===== src/rtl/tiny_band_scheduler.sv =====
// Time-shares one filter engine across NUM_BANDS bands: each sample is sent once per band,
// responses are accumulated per band and, every WINDOW samples, folded into band_energy.
module tiny_band_scheduler #(
   parameter int NUM_BANDS = 3,
   parameter int ACC_W     = 5,
   parameter int WINDOW    = 4
) (
   input  logic                       clk,
   input  logic                       rst_n,
   input  logic                       sample_tick,
   input  logic [7:0]                 sample_in,
   output logic                       cmd_valid,
   input  logic                       cmd_ready,
   output logic [1:0]                 cmd_band,
   output logic [7:0]                 cmd_sample,
   input  logic                       rsp_valid,
   input  logic [ACC_W-1:0]           rsp_energy,
   output logic [NUM_BANDS*ACC_W-1:0] band_energy,
   output logic                       frame_done,
   output logic                       busy,
   output logic                       overrun,
   input  logic                       clr_ovr
);

   // state    | meaning
   // IDLE     | waiting for sample_tick
   // ISSUE    | command for band_idx offered to the engine
   // WAIT_RSP | command accepted, waiting for its response
   // PUBLISH  | fold accumulators into band_energy, start a new frame
   localparam logic [1:0] S_IDLE     = 2'd0;
   localparam logic [1:0] S_ISSUE    = 2'd1;
   localparam logic [1:0] S_WAIT_RSP = 2'd2;
   localparam logic [1:0] S_PUBLISH  = 2'd3;

   localparam int              WC_W      = $clog2(WINDOW);
   localparam logic [1:0]      LAST_BAND = 2'(NUM_BANDS - 1);
   localparam logic [WC_W-1:0] LAST_WIN  = WC_W'(WINDOW - 1);
   localparam logic [ACC_W:0]  ACC_MAX   = {1'b0, {ACC_W{1'b1}}};

   logic [1:0]       state_q, state_d;
   logic [1:0]       band_idx_q, band_idx_d;
   logic [WC_W-1:0]  win_cnt_q, win_cnt_d;
   logic             cmd_valid_q, cmd_valid_d;
   logic [1:0]       cmd_band_q, cmd_band_d;
   logic [7:0]       cmd_sample_q, cmd_sample_d;
   logic             frame_done_q, frame_done_d;
   logic             overrun_q, overrun_d;
   logic [ACC_W-1:0] acc_q [NUM_BANDS];
   logic [ACC_W-1:0] acc_d [NUM_BANDS];
   logic [ACC_W-1:0] energy_q [NUM_BANDS];
   logic [ACC_W-1:0] energy_d [NUM_BANDS];

   logic [ACC_W-1:0] acc_sel;
   logic [ACC_W:0]   acc_sum;
   logic [ACC_W-1:0] acc_sat;
   logic             drop;

   always_comb begin
      acc_sel = '0;
      for (int b = 0; b < NUM_BANDS; b++) begin
         if (band_idx_q == 2'(b)) acc_sel = acc_q[b];
      end
      acc_sum = {1'b0, acc_sel} + {1'b0, rsp_energy};
      acc_sat = (acc_sum > ACC_MAX) ? ACC_MAX[ACC_W-1:0] : acc_sum[ACC_W-1:0];
   end

   always_comb begin
      state_d      = state_q;
      band_idx_d   = band_idx_q;
      win_cnt_d    = win_cnt_q;
      cmd_valid_d  = cmd_valid_q;
      cmd_band_d   = cmd_band_q;
      cmd_sample_d = cmd_sample_q;
      acc_d        = acc_q;
      energy_d     = energy_q;
      frame_done_d = (state_q == S_PUBLISH);
      // ticks are only taken in IDLE; anything else is a drop, and a drop beats clr_ovr
      drop         = sample_tick && (state_q != S_IDLE);
      overrun_d    = drop || (overrun_q && !clr_ovr);

      case (state_q)
         S_IDLE: begin
            if (sample_tick) begin
               cmd_sample_d = sample_in;
               band_idx_d   = 2'd0;
               cmd_band_d   = 2'd0;
               cmd_valid_d  = 1'b1;
               state_d      = S_ISSUE;
            end
         end
         S_ISSUE: begin
            if (cmd_valid_q && cmd_ready) begin
               cmd_valid_d = 1'b0;
               state_d     = S_WAIT_RSP;
            end
         end
         S_WAIT_RSP: begin
            if (rsp_valid) begin
               for (int b = 0; b < NUM_BANDS; b++) begin
                  if (band_idx_q == 2'(b)) acc_d[b] = acc_sat;
               end
               if (band_idx_q < LAST_BAND) begin
                  band_idx_d  = band_idx_q + 2'd1;
                  cmd_band_d  = band_idx_q + 2'd1;
                  cmd_valid_d = 1'b1;
                  state_d     = S_ISSUE;
               end else if (win_cnt_q == LAST_WIN) begin
                  state_d = S_PUBLISH;
               end else begin
                  win_cnt_d = win_cnt_q + WC_W'(1);
                  state_d   = S_IDLE;
               end
            end
         end
         S_PUBLISH: begin
            // each half is below 2^(ACC_W-1), so the sum cannot overflow
            for (int b = 0; b < NUM_BANDS; b++) begin
               energy_d[b] = (energy_q[b] >> 1) + (acc_q[b] >> 1);
               acc_d[b]    = '0;
            end
            win_cnt_d = '0;
            state_d   = S_IDLE;
         end
         default: state_d = S_IDLE;
      endcase
   end

   always_ff @(posedge clk or negedge rst_n) begin
      if (!rst_n) begin
         state_q      <= S_IDLE;
         band_idx_q   <= '0;
         win_cnt_q    <= '0;
         cmd_valid_q  <= 1'b0;
         cmd_band_q   <= '0;
         cmd_sample_q <= '0;
         frame_done_q <= 1'b0;
         overrun_q    <= 1'b0;
         for (int b = 0; b < NUM_BANDS; b++) begin
            acc_q[b]    <= '0;
            energy_q[b] <= '0;
         end
      end else begin
         state_q      <= state_d;
         band_idx_q   <= band_idx_d;
         win_cnt_q    <= win_cnt_d;
         cmd_valid_q  <= cmd_valid_d;
         cmd_band_q   <= cmd_band_d;
         cmd_sample_q <= cmd_sample_d;
         frame_done_q <= frame_done_d;
         overrun_q    <= overrun_d;
         for (int b = 0; b < NUM_BANDS; b++) begin
            acc_q[b]    <= acc_d[b];
            energy_q[b] <= energy_d[b];
         end
      end
   end

   always_comb begin
      band_energy = '0;
      for (int b = 0; b < NUM_BANDS; b++) begin
         band_energy[ACC_W*b +: ACC_W] = energy_q[b];
      end
   end

   assign cmd_valid  = cmd_valid_q;
   assign cmd_band   = cmd_band_q;
   assign cmd_sample = cmd_sample_q;
   assign frame_done = frame_done_q;
   assign overrun    = overrun_q;
   assign busy       = (state_q != S_IDLE);

endmodule

===== config.mk =====
export PLATFORM = sky130hd
export DESIGN_NAME = tiny_band_scheduler
export DESIGN_NICKNAME = d
export VERILOG_FILES = /design/src/rtl/tiny_band_scheduler.sv
export SDC_FILE = /design/constraint.sdc
export NUM_CORES = 1
export LEC_CHECK = 0
export CELL_PAD_IN_SITES_DETAIL_PLACEMENT = 0
export CELL_PAD_IN_SITES_GLOBAL_PLACEMENT = 1
export CORE_MARGIN = 2
export CORE_UTILIZATION = 36
export DETAILED_ROUTE_END_ITERATION = 10
export GPL_TIMING_DRIVEN = 1
export PLACE_DENSITY = 0.81
export SKIP_LAST_GASP = 1
export SLEW_MARGIN = 20
export SYNTH_ARGS = -nofsm -noshare
export SYNTH_HDL_FRONTEND = slang
export SYNTH_SLANG_ARGS = --single-unit

===== constraint.sdc =====
create_clock -name clk -period 2.4 [get_ports clk]
set_input_delay 0.6 -clock clk [delete_from_list [all_inputs] [get_ports clk]]
set_output_delay 0.6 -clock clk [all_outputs]
set_load 0.005 [all_outputs]

==> results.sh, run 1 <==
export IMPL_clkSinkCount=47
export IMPL_critical_path_endpoint_type="flop"
export IMPL_worst_setup_hold_path_clk_slew_ps=100
export IMPL_hpwl_mm=4.50
export IMPL_filler_cell_count=668
export IMPL_wl_mm=6.07
export IMPL_antenna_violating_nets_post_route=0
export IMPL_status="finished clean"
export IMPL_design_die_area_mm2=0.00799
export IMPL_area_growth_pct=37.8
export IMPL_cap_violations=0
export IMPL_top_level_ports=48
export IMPL_cts_hold_repair_buffers=0
export IMPL_cp_buffers_inverters=2
export IMPL_place_ws_ps=-141
export IMPL_die_height_um=89.4
export IMPL_power_density_cell_area_mw_per_mm2=1030
export IMPL_vdd_ir_drop_worst_v=0.000389
export IMPL_cpLargestDelayFamily="adder cells"
export IMPL_most_frequent_cells_after_synthesis="dfrtp_1, nand2_1, o21ai_1, a21oi_1, ha_1"
export IMPL_port_buffers=47
export IMPL_cts_buffers_inserted=5
export IMPL_crit_slowest_cell="dfrtp_2"
export IMPL_post_route_cells_drive_above_1_share_pct=21.0
export IMPL_clock_tree_from_tritoncts="done"
export IMPL_regToRegEndpoint="acc_q[14]"
export IMPL_vias=2160
export IMPL_synth_nets=323
export IMPL_report_power_total_mw=3.71
export IMPL_final_period_minus_worst_setup_slack_ps=2380
export IMPL_hold_viol_final=0
export IMPL_yosys_cell_types_count=38
export IMPL_power_leakage_nw=1.65
export IMPL_critical_path_cell_count=14
export IMPL_path_max_fanout=6
export IMPL_yosys_warnings=0
export IMPL_max_freq_mhz=421
export IMPL_maximum_number_of_pins_on_one_net_before_global_route_repair=27
export IMPL_core_area_mm2=0.00714
export IMPL_fin_setup_tns_ps=0
export IMPL_synth_seq_area_share_pct=44.8
export IMPL_global_route_usage_total_pct=16.0
export IMPL_die_x_um=89.4
export IMPL_startpoint_kind_of_the_worst_setup_timing_path="flop"
export IMPL_ff2ff_setup_slack_ps=20
export IMPL_timing_critical_path_arrival_ps=2610
export IMPL_r2r_start="cmd_band[0]"
export IMPL_yosysTopAreaCellShare_pct=44.8
export IMPL_synth_top_flop_cell="dfrtp_1"
export IMPL_rows=31
export IMPL_worst_skew_pair_late_latency_ps=310
export IMPL_vias_in_the_first_global_route=2108
export IMPL_rsz_0062_raised_after_global_routing="yes"
export IMPL_antenna_found_initial=0
export IMPL_ff2ff_path_depth=14
export IMPL_finalSetupViolations=0
export IMPL_synth_largest_area_cell="dfrtp_1"
export IMPL_grt_ovfl_total=0
export IMPL_start_util_pct=36.8
export IMPL_htreeDepth=2
export IMPL_post_synth_edffs=0
export IMPL_min_path_type="in -> async"
export IMPL_final_worst_path_period_share_pct=99.0
export IMPL_critical_path_cell_chain="inv_4 > ha_4 > nand2_2 > nor2_2 > a21oi_2 > o21ai_1 > ha_2 > inv_2 > fa_2 > nand2b_4 > a21oi_2 > xor2_1 > nor2_2 > o21ai_1"
export IMPL_gp_congestion=0.812
export IMPL_synth_area_per_inst_um2=9.44
export IMPL_most_numerous_cell_in_the_yosys_netlist="dfrtp_1"
export IMPL_detail_route_drc_violations=0
export IMPL_synth_seq_cells=47
export IMPL_crit_path_max_incr_delay_ps=460
export IMPL_slew_at_the_pin_with_the_worst_max_slew_slack_ps=590
export IMPL_slew_violations=0
export IMPL_grt_first_pass_wirelength_mm=9.94
export IMPL_clock_skew_final_ps=9.97
export IMPL_clock_root_buffer_master="clkbuf_8"
export IMPL_design_final_nets=397
export IMPL_synth_cells=278
export IMPL_drt_first_iter_violations=104
export IMPL_detailedRoute_firstPassIterationCount=4
export IMPL_worstSetupPathType="reg -> reg"
export IMPL_maxSlewHeadroom_pct=60.7
export IMPL_data_required_time_at_the_worst_endpoint_ps=2630
export IMPL_end_of_flow_core_utilization_pct=50.6
export IMPL_route_detailed_wl_per_inst_um=13.4
export IMPL_syn_area_mm2=0.00262
export IMPL_drt_vias_per_instance=4.78
export IMPL_synthArstFlopShare_pct=100
export IMPL_clock_path_buffers=2
export IMPL_final_critical_path_setup_slack_ps=23.1
export IMPL_synth_top_cells_by_area="dfrtp_1, ha_1, nand2_1, o21ai_1, a21oi_1"
export IMPL_diodes=0
## registers in the layout (all words and copies together) (netlist names)
name,cells
cmd_band,2
acc_q,15
frame_done,1
win_cnt_q,2
cmd_valid,1
overrun,1
band_energy,15
cmd_sample,8
state_q,2
## layout by cell type (no fill, tap or decap), types with 3 or more instances in the layout
master and instances:
inv_2 4, a21oi_1 20, xor2_1 4, mux2_1 8, nor2b_2 3, dfrtp_1 46
nor2_1 16, fa_1 3, clkbuf_8 5, a21o_1 5, clkdlybuf4s50_1 46, inv_1 17
a21oi_2 8, o21ai_0 10, nor2b_1 3, ha_1 17, nor2_2 3, o21ai_1 28
buf_4 28, ha_4 4, nand2_1 34
## per-stage QoR
step                      cells  hold slack, ps  cell area, um^2
after floorplan             278             304             2640
after global placement      434             458             3330
after detailed placement    434             462             3330
after CTS                   444             307             3470
after global routing        452             332             3610
final                       452             282             3610
## power breakdown
part | total, mW | internal [mW] | switching (mW)
combinational | 1.94 | 1.06 | 0.880
sequential | 1.28 | 1.07 | 0.211
clock | 0.496 | 0.203 | 0.293
total | 3.71 | 2.33 | 1.38
## per-layer routing
metal | up-vias | part of all wire (%) | track usage, %
li1 | 1111 | - | -
met5 | - | 0 | 0
met4 | 0 | 1.7 | 4.61
met2 | 44 | 50 | 28.1
met3 | 11 | 3.5 | 2.86
met1 | 994 | 45 | 20.1
## worst reg2reg max path, delay by kind of cell, from the launching register on
| family | cells | cell delay [ps] |
|---|---|---|
| adders and majority gates | 3 | 720 |
| DFF | 1 | 460 |
| xor gates and xnor gates | 1 | 190 |
| buffers and inverters | 2 | 120 |
| AOI/OAI and AO/OA | 4 | 430 |
| and+or+nand+nor | 4 | 390 |
## final cells by class
cell class	count	area (um^2)	share of cell area (%)
clock inverter	3	20.0	0.554
timing repair buffer	77	698	19.3
inverter	22	85.1	2.35
sequential	47	1180	32.6
multi-input combinational	199	1440	39.9
tap	99	124	3.43
clock buffer	5	68.8	1.90
## repair_timing
| action | 4_1_cts | 5_1_grt |
|---|---|---|
| setup endpoints to repair | 15 | 15 |
| buffers inserted | 2 | 8 |
| gates resized for setup | 9 | 25 |
| pin swaps | 4 | 13 |
## kinds of logic after synthesis
kind of cell               synth area share [%]
muxes                                      4.20
adders and majority gates                  13.5
xor gates and xnor gates                   1.34
AOI/OAI and AO/OA                          18.7
DFF                                        44.8
and+or+nand+nor                            12.4
buffers and inverters                      4.96
## how the worst max path moves through the flow
stage	start	endpoint	slack [ps]
after floorplan	cmd_band[1]	acc_q[11]	1
after global placement	cmd_band[1]	acc_q[11]	-110
after detailed placement	cmd_band[0]	acc_q[9]	-140
after CTS	cmd_band[1]	acc_q[9]	-5
after global routing	cmd_band[1]	acc_q[4]	-120
final	cmd_band[0]	acc_q[14]	20
(Power assumes the default switching activity.)
==> run 2, diff against run 1 <==
--- a/config.mk
+++ b/config.mk
@@ -11,7 +11,7 @@
 export CORE_UTILIZATION = 36
 export DETAILED_ROUTE_END_ITERATION = 10
 export GPL_TIMING_DRIVEN = 1
-export PLACE_DENSITY = 0.81
+export PLACE_DENSITY = 0.87
 export SKIP_LAST_GASP = 1
 export SLEW_MARGIN = 20
 export SYNTH_ARGS = -nofsm -noshare
==> constraint.sdc (replaced) <==
create_clock -name clk -period 1.9 [get_ports clk]
set_input_delay 0.475 -clock clk [delete_from_list [all_inputs] [get_ports clk]]
set_output_delay 0.475 -clock clk [all_outputs]
set_load 0.005 [all_outputs]
==> results.sh, run 2 (synthesized netlist as in run 1, its figures left out) <==
export IMPL_cap_violations=0
export IMPL_power_switching_mw=1.77
export IMPL_end_of_flow_core_utilization_pct=53.1
export IMPL_critical_path_cell_chain="buf_6 > ha_4 > buf_6 > a21oi_2 > o21ai_2 > ha_1 > a21oi_2 > nor2b_4 > a311o_1 > a21oi_2 > a21oi_1"
export IMPL_clock_tree_from_tritoncts="done"
export IMPL_port_buffers=47
export IMPL_hpwl_mm=4.73
export IMPL_startpoint_kind_of_the_worst_setup_timing_path="flop"
export IMPL_diodes=0
export IMPL_final_cell_mix="buf_4, dfrtp_1, clkdlybuf4s50_1, nand2_1, o21ai_1"
export IMPL_maximum_number_of_pins_on_one_net_before_global_route_repair=25
export IMPL_clkSinkCount=47
export IMPL_cellInternalPower_mw=3.05
export IMPL_power_switching_fraction_pct=36.7
export IMPL_gp_congestion=0.902
export IMPL_area_growth_pct=44.3
export IMPL_grt_ovfl_total=0
export IMPL_mostFrequentLayoutCell="buf_4"
export IMPL_design_final_nets=419
export IMPL_vias_in_the_first_global_route=2366
export IMPL_max_freq_mhz=422
export IMPL_final_cell_area_mm2=0.00379
export IMPL_cp_buffers_inverters=2
export IMPL_slew_violations=0
export IMPL_post_route_cells_drive_above_1_share_pct=25.9
export IMPL_rsz_0062_raised_after_global_routing="yes"
export IMPL_comb_power_share_pct=54.5
export IMPL_rows=31
export IMPL_final_period_minus_worst_setup_slack_ps=2370
export IMPL_timing_critical_path_arrival_ps=2560
export IMPL_min_path_type="in -> async"
export IMPL_place_area_mm2=0.00354
export IMPL_cts_hold_repair_buffers=0
export IMPL_maxSlewHeadroom_pct=63.6
export IMPL_die_x_um=89.4
export IMPL_design_die_area_mm2=0.00799
export IMPL_failed_checks="setup timing"
export IMPL_core_area_mm2=0.00714
export IMPL_worst_skew_pair_late_latency_ps=300
export IMPL_power_density_cell_area_mw_per_mm2=1270
export IMPL_path_max_fanout=7
export IMPL_vias=2287
export IMPL_clock_path_buffers=2
export IMPL_htreeDepth=2
export IMPL_crit_slowest_cell="dfrtp_2"
export IMPL_ff2ff_setup_slack_ps=-470
export IMPL_report_power_total_mw=4.82
export IMPL_cts_buffers_inserted=5
export IMPL_drt_vias_per_instance=4.82
export IMPL_hold_viol_final=0
export IMPL_cpLargestDelayFamily="compound AO/OA/AOI/OAI gates"
export IMPL_die_height_um=89.4
export IMPL_slew_at_the_pin_with_the_worst_max_slew_slack_ps=546
export IMPL_power_leakage_nw=1.79
export IMPL_drt_first_iter_violations=76
export IMPL_wl_mm=6.11
export IMPL_worstSetupPathType="reg -> reg"
export IMPL_power_clock_fraction_pct=12.5
export IMPL_worst_setup_hold_path_clk_slew_ps=90
export IMPL_top_level_ports=48
export IMPL_finalSetupViolations=15
export IMPL_data_required_time_at_the_worst_endpoint_ps=2090
export IMPL_critical_path_endpoint_type="flop"
export IMPL_antenna_found_initial=0
export IMPL_global_route_usage_total_pct=17.1
export IMPL_final_worst_path_period_share_pct=125
export IMPL_detail_route_drc_violations=0
export IMPL_status="complete, but fails checks"
export IMPL_start_util_pct=36.8
export IMPL_seqPwrFrac_pct=33.0
export IMPL_crit_path_frequent_cell="a21oi_2"
export IMPL_grt_first_pass_wirelength_mm=10.6
export IMPL_final_critical_path_setup_slack_ps=-470
export IMPL_detailedRoute_firstPassIterationCount=4
export IMPL_crit_path_max_incr_delay_ps=430
export IMPL_place_ws_ps=-593
export IMPL_vdd_ir_drop_worst_v=0.000492
export IMPL_clock_root_buffer_master="clkbuf_8"
export IMPL_route_detailed_wl_per_inst_um=12.9
export IMPL_clock_skew_final_ps=7.27
export IMPL_antenna_violating_nets_post_route=0
==> run 2: metrics by stage <==
| step | hold WS (ps) | setup TNS (ps) | cells |
|---|---|---|---|
| 2_1_floorplan | 179 | -5050 | 278 |
| 3_3_place_gp | 461 | -7010 | 458 |
| 3_5_place_dp | 463 | -8340 | 458 |
| 4_1_cts | 167 | -6450 | 471 |
| 5_1_grt | 181 | -8230 | 474 |
| 6_report | 144 | -6310 | 474 |
==> run 2: worst reg2reg max path: cells and delay by family (launching register included) <==
family / cells / cell delay, ps
adders and majority gates: 2 / 490
DFF: 1 / 430
and+or+nand+nor: 1 / 70
buffers and inverters: 2 / 250
AOI/OAI and AO/OA: 6 / 1020
==> run 2: cell type report <==
| cell class | count | area [um^2] |
|---|---|---|
| inverter | 22 | 82.6 |
| tap | 99 | 124 |
| sequential | 47 | 1180 |
| multi-input combinational | 199 | 1450 |
| fill | 680 | 3350 |
| timing repair buffer | 99 | 872 |
| clock inverter | 2 | 12.5 |
| clock buffer | 6 | 72.6 |
==> run 2: final timing paths <==
| path | from | depth (start not counted) | endpoint |
|---|---|---|---|
| max | cmd_band[0] | 11 | acc_q[7] |
| min | rst_n | 1 | band_energy[13] |
| max reg2reg | cmd_band[0] | 11 | acc_q[7] |
| min reg2reg | band_energy[10] | 2 | band_energy[10] |
| max in group asynchronous | rst_n | 2 | cmd_band[0] |
| min in group clk | band_energy[10] | 2 | band_energy[10] |
==> run 2: power by group through the flow <==
stage / Sequential, mW / Clock (mW) / Combinational, mW
after global routing: 1.64 / 0.660 / 2.94
after floorplan: 1.61 / 0 / 1.23
final: 1.59 / 0.600 / 2.63
after CTS: 1.59 / 0.623 / 2.61
after global placement: 1.60 / 0 / 2.39
after detailed placement: 1.61 / 0 / 2.45
==> run 2: what timing repair did <==
item	CTS	global route
pin swaps	9	3
setup endpoints to repair	16	17
buffers inserted	5	3
gates resized for setup	25	4
cloned	0	0
==> run 2: per-layer routing <==
layer / part of all wire, % / vias to the layer above / wire length (um) / GRT usage (%)
li1: - / 1149 / - / -
met1: 43 / 1080 / 2610 / 21.1
met2: 52 / 49 / 3170 / 30.3
met3: 3.8 / 9 / 234 / 3.05
met4: 1.5 / 0 / 91 / 5.16
met5: 0 / - / 0 / 0
